## src/rtl/inv_sbox_iterative.sv

```systemverilog
// inv_sbox_iterative: multi-cycle AES inverse S-box, inverse affine then x^254 by square-and-multiply.
// STEPS exponent bits are consumed per clock; latency is 8/STEPS cycles.
module inv_sbox_iterative #(
    parameter int STEPS = 1
) (
    input  logic       clk,
    input  logic       reset_n,
    input  logic       in_valid,
    output logic       in_ready,
    input  logic [7:0] in_data,
    output logic       out_valid,
    input  logic       out_ready,
    output logic [7:0] out_data,
    output logic       busy
);
    if (STEPS != 1 && STEPS != 2 && STEPS != 4 && STEPS != 8) begin : g_bad_steps
        $error("inv_sbox_iterative: STEPS must be 1, 2, 4 or 8");
    end

    typedef enum logic [1:0] {IDLE, EXP, DONE} state_t;

    state_t     state_q, state_d;
    logic [7:0] x_q, x_d, acc_q, acc_d, out_data_q, out_data_d;
    logic [3:0] cnt_q, cnt_d;
    logic       out_valid_q, out_valid_d;
    logic [7:0] acc_step, e_rem;
    logic       load;

    function automatic logic [7:0] gf_mul(input logic [7:0] a, input logic [7:0] b);
        logic [7:0] p = 8'h00;
        logic [7:0] aa = a;
        for (int i = 0; i < 8; i++) begin
            if (b[i]) p ^= aa;
            aa = {aa[6:0], 1'b0} ^ (aa[7] ? 8'h1B : 8'h00);
        end
        return p;
    endfunction

    function automatic logic [7:0] inv_affine(input logic [7:0] y);
        return {y[6:0], y[7]} ^ {y[4:0], y[7:5]} ^ {y[1:0], y[7:2]} ^ 8'h05;
    endfunction

    assign in_ready  = (state_q == IDLE) || (state_q == DONE && out_ready);
    assign out_valid = out_valid_q;
    assign out_data  = out_data_q;
    assign busy      = state_q != IDLE;
    assign load      = in_valid && in_ready;

    always_comb begin
        acc_step    = acc_q;
        e_rem       = 8'hFE << cnt_q;
        state_d     = state_q;
        x_d         = x_q;
        acc_d       = acc_q;
        cnt_d       = cnt_q;
        out_data_d  = out_data_q;
        out_valid_d = out_valid_q;
        // remaining exponent bits of 254 are shifted to the MSB and consumed one per step
        for (int i = 0; i < STEPS; i++) begin
            acc_step = gf_mul(acc_step, acc_step);
            if (e_rem[7]) acc_step = gf_mul(acc_step, x_q);
            e_rem = e_rem << 1;
        end
        if (state_q == EXP) begin
            acc_d = acc_step;
            cnt_d = cnt_q + 4'(STEPS);
            if (cnt_d == 4'd8) begin
                out_data_d  = acc_step;
                out_valid_d = 1'b1;
                state_d     = DONE;
            end
        end else if (state_q == DONE && out_ready) begin
            out_valid_d = 1'b0;
            state_d     = IDLE;
        end
        if (load) begin
            x_d     = inv_affine(in_data);
            acc_d   = 8'h01;
            cnt_d   = 4'd0;
            state_d = EXP;
        end
    end

    always_ff @(posedge clk or negedge reset_n) begin
        if (!reset_n) begin
            state_q     <= IDLE;
            x_q         <= 8'h00;
            acc_q       <= 8'h00;
            cnt_q       <= 4'd0;
            out_data_q  <= 8'h00;
            out_valid_q <= 1'b0;
        end else begin
            state_q     <= state_d;
            x_q         <= x_d;
            acc_q       <= acc_d;
            cnt_q       <= cnt_d;
            out_data_q  <= out_data_d;
            out_valid_q <= out_valid_d;
        end
    end
endmodule

```

## config.mk

```make
export PLATFORM = sky130hd
export DESIGN_NAME = inv_sbox_iterative
export DESIGN_NICKNAME = d
export VERILOG_FILES = /design/src/rtl/inv_sbox_iterative.sv
export SDC_FILE = /design/constraint.sdc
export NUM_CORES = 1
export LEC_CHECK = 0
export CAP_MARGIN = 10
export CORE_MARGIN = 1.5
export CORE_UTILIZATION = 35
export DETAILED_ROUTE_END_ITERATION = 6
export PLACE_DENSITY = 0.6
export SETUP_SLACK_MARGIN = 0.4
export SLEW_MARGIN = 20
export SYNTH_ARGS = -nofsm -noshare
export SYNTH_HDL_FRONTEND = slang
export SYNTH_SLANG_ARGS = --single-unit
```

## constraint.sdc

```tcl
create_clock -name clk -period 7.9 [get_ports clk]
set_input_delay 1.58 -clock clk [delete_from_list [all_inputs] [get_ports clk]]
set_output_delay 1.58 -clock clk [all_outputs]
set_load 0.05 [all_outputs]
```

== Yosys cells after proc, flatten, opt, wreduce, memory -nomap -nowiden ==
Cells that the tools add are included.

* Word-level logic and storage cells: 104
* Input bits: 12
* Output and inout bits: 11
* Flip-flop bits (word level): 31

* Add/sub/neg operators: 1
* Equal/unequal tests: 5
* Bitwise operators: 31
* Reductions and logical operators: 11
* Mux-type cells: 49
* Shift-type cells: 1

{| class="wikitable"
|+ Operators by type and width
! kind !! count
|-
| 8-bit 2-to-1 mux || 26
|-
| 8-bit bitwise XOR || 16
|-
| 8-bit by 5-bit bitwise XOR with 8-bit output || 14
|-
| 5-bit 2-to-1 mux || 14
|-
| 2-bit 2-to-1 mux || 4
|-
| 4-bit 2-to-1 mux || 2
|-
| 8-bit by 4-bit left shift with 8-bit output, first input constant || 1
|-
| 2-bit AND reduction || 3
|-
| 2-bit nonzero test || 3
|-
| 4-bit by 1-bit adder with 4-bit output, second input constant || 1
|-
| 4-bit equality test, second input constant || 1
|-
| 1-bit 2-to-1 mux || 3
|-
| 3-bit by 2-bit inequality test with 1-bit output, second input constant || 1
|-
| 3-bit nonzero test || 1
|-
| 2-bit by 1-bit equality test with 1-bit output, second input constant || 1
|-
| 2-bit equality test, second input constant || 1
|-
| 1-bit logical AND || 2
|-
| 2-bit zero test || 1
|-
| 2-bit by 1-bit inequality test with 1-bit output, second input constant || 1
|-
| 2-bit inverter || 1
|-
| 1-bit logical OR || 1
|}

== Logic depth before layout (Yosys ltp) ==
* Word-level depth: 41
* Gate-level depth with buffers: 13
* Gate-level depth less buffers: 11

== Worst setup path after synthesis ==
Ideal clock, no wire load.

* Path kind: input-to-output
* From: in out_ready
* To: out in_ready
* Setup slack: 3.826 ns
* Data arrival time: 2.494 ns
* Cell stages on the path: 2
* Data required time: 6.320 ns
* Cells stage by stage: inv_1 > a21oi_1

* Longest elaborated chain between the ends: 2

{| class="wikitable"
|+ RTL lines
! element !! line !! text
|-
| start: declaration || 12 || <nowiki>input logic out_ready,</nowiki>
|-
| 1-bit logical AND || 43 || <nowiki>assign in_ready = (state_q == IDLE) || (state_q == DONE && out_ready);</nowiki>
|-
| 1-bit logical OR || 43 ||
|-
| end: declaration || 9 || <nowiki>output logic in_ready,</nowiki>
|}

No other way between the ends.

== Worst setup path after layout ==
Ends and elaborated chain as after synthesis.

==> flow_summary.json <==
{
  "outcome": "complete, no violations",
  "cp_max_fo": 4,
  "crit_buf_inv": 3,
  "wl_per_cell_um": 15.25,
  "antenna_found_initial": 0,
  "rrSetupSlack_ns": 3.66,
  "start_kind": "primary input",
  "synth_top_area_share_pct": 22.90,
  "slew_viol_final": 0,
  "cts_tree": "yes",
  "hpwl_um": 6087,
  "clkTransAtPathRegs_ns": 0.06,
  "maxSlewHeadroom_pct": 41.43,
  "numCtsBuffers": 5,
  "path_delay_family": "buffers and inverters",
  "setup_tns_ns": 0,
  "synth.distinct_cells": 49,
  "crit_required_ns": 6.32,
  "grt_pass1_vias": 2761,
  "arrival_ns": 3.22,
  "postRouteAntennaNets": 0,
  "htree_levels": 2,
  "viasPerCell": 5.050,
  "finalCritPeriodShare_pct": 60.73,
  "hp-start": "out_valid$_DFFE_PN0P_",
  "reg2reg_to": "out_data[3]$_DFFE_PN0P_",
  "diodes": 0,
  "ys_seq_area_share_pct": 22.90,
  "p_per_area_nw_per_um2": 156.9,
  "worstMarginPinSlew_ns": 0.8785,
  "synth_enable_flop_cells": 0,
  "fp-row-count": 35,
  "min_to": "out_valid$_DFFE_PN0P_",
  "synth.net_count": 415,
  "synthFlopType": "dfrtp_1",
  "netlist_area_um2": 3388,
  "min_path_type": "flop to flop",
  "cp-end-kind": "primary output",
  "die_w_um": 101.4,
  "drv_cap": 0,
  "utilization_pct": 40.42,
  "rr_worst_depth": 11,
  "stdcell_count": 537,
  "leakage_nw": 1.523,
  "ys_warn_count": 0,
  "rsz0062_at_grt": "no",
  "start_util_pct": 36.32,
  "layout_min_cycle_time_ns": 4.798,
  "vdd_drop_max_v": 0.0001154,
  "worstHoldPathCells": 2,
  "cp_common_cell": "clkdlybuf4s50_1",
  "port_buffers": 22,
  "r2r_start": "acc_q[7]$_DFFE_PN0P_",
  "dp_cells": 529,
  "critical-path-slowest-cell": "clkdlybuf4s50_1",
  "async_flop_share_pct": 100.0,
  "path_cells": "clkdlybuf4s50_1, inv_1, a21oi_1, clkdlybuf4s50_1",
  "grt_max_degree": 32,
  "ys_top_cells_by_count": "72 x nand2_1, 62 x xnor2_1, 31 x dfrtp_1, 28 x xor2_1",
  "vias": 2712,
  "path_class": "primary input to primary output",
  "cts.sinks": 31,
  "clock-root-buffer": "clkbuf_8",
  "track_usage_pct": 17.20,
  "overflow": 0,
  "setup_viol": 0,
  "startpoint": "out_ready",
  "nFillCells": 948,
  "synth_seq_cells": 31,
  "skew_ns": 0.007140,
  "fp.dieH_um": 101.4,
  "die-area_um2": 10280,
  "drt-initial-drc-count": 113,
  "synth.most_common_cell": "nand2_1",
  "core_area_um2": 9328,
  "synthCells": 400,
  "dr.pass1.iters": 4,
  "fin_nets": 422,
  "cts_hold_buf": 0,
  "synth_area_per_cell_um2": 8.471,
  "hold_viol": 0,
  "cts_resized": 0,
  "slowest_delay_ns": 0.86,
  "grt_pass1_wl_um": 13930,
  "routabilityCongestion": 0.8899,
  "synth_area_leaders": "dfrtp_1 23%, xnor2_1 16%, xnor3_1 8.6%, nand2_1 8.0%, xor2_1 7.2%",
  "drcViolationCount": 0,
  "io_pins": 23,
  "syn2layout_area_growth_pct": 11.26,
  "max_freq_mhz": 208.4,
  "total_power_mw": 0.5915,
  "routed_wl_um": 8190,
  "yosysTopAreaCell": "dfrtp_1",
  "clk_latency_ns": 0.29,
  "drive_gt1_share_pct": 5.392,
  "post-cts-setup-buffers": 0,
  "clk_path_buf_depth": 2
}
[through the flow]
stage               worst slack (ns)  hold WS (ns)  instance area [µm²]
floorplan                      3.826        0.4929                 3388
global placement               3.117        0.4641                 3685
detailed placement             3.094        0.4691                 3685
CTS                            3.097        0.4884                 3770
global route                   3.043        0.5174                 3770
finish                         3.102        0.4906                 3770
[metal layers]
| metal | vias up | track usage (%) | part of all wire [%] |
|---|---|---|---|
| li1 | 1358 | - | - |
| met1 | 1272 | 23.55 | 47 |
| met2 | 71 | 28.76 | 46 |
| met3 | 11 | 2.208 | 5.8 |
| met4 | 0 | 4.487 | 1.4 |
| met5 | - | 0 | 0 |
[where the power goes]
group          leakage (nW)  switching [mW]  internal (mW)  total (mW)
sequential            0.349          0.0161          0.163       0.179
combinational          1.13           0.150          0.141       0.292
clock                0.0412          0.0591         0.0614       0.121
[tightest hold or removal path, cell delays in order, from the launching register on]
cell and delay (ns):
dfrtp_1 0.35, nand2_1 0.05, nand2_1 0.06
[cells by family (layout without fill, tap and decap cells)]
logic type / count (synthesis) / in the layout / share of synthesized area (%)
fa+ha+maj: 3 / 3 / 1.108
mux: 10 / 10 / 3.065
flops: 31 / 31 / 22.90
compound gates: 70 / 70 / 12.78
xor+xnor: 111 / 111 / 36.74
simple gates: 143 / 143 / 19.46
buf+inv: 32 / 40 / 3.951
[layout make-up]
cell class,instances,area (µm²),share of cell area [%]
Inverter,7,26.28,0.6970
Clock inverter,2,12.51,0.3319
Tap cell,129,161.4,4.281
Sequential cell,31,775.7,20.58
Multi-Input combinational cell,337,2479,65.75
Clock buffer,6,72.57,1.925
Timing Repair Buffer,25,242.7,6.439
[cells in the final DEF (no fill, tap or decap), drive strengths merged, types with 4 or more instances in the layout]
cell           count
nor3               8
nand2b            10
inv                7
mux2i              7
xnor2             63
xnor3             15
nor2              24
a21oi             16
clkbuf             6
a22oi              9
clkdlybuf4s50     22
o21ai             26
xor2              32
dfrtp             31
a32oi              4
nand2             72
nor2b             11
[worst max path at each step]
stage,endpoint,slack (ns),depth (start not counted)
after floorplan,in_ready,3.83,2
after global placement,in_ready,3.12,4
final,in_ready,3.10,4
after detailed placement,in_ready,3.09,4
after global routing,in_ready,3.04,4
after CTS,in_ready,3.10,4
[registers in the layout, summed over array words and instances, names as in the netlist]
register / flops
out_data: 8
acc_q: 8
state_q: 2
out_valid: 1
x_q: 8
cnt_q: 4
(Power assumes the default switching activity.)
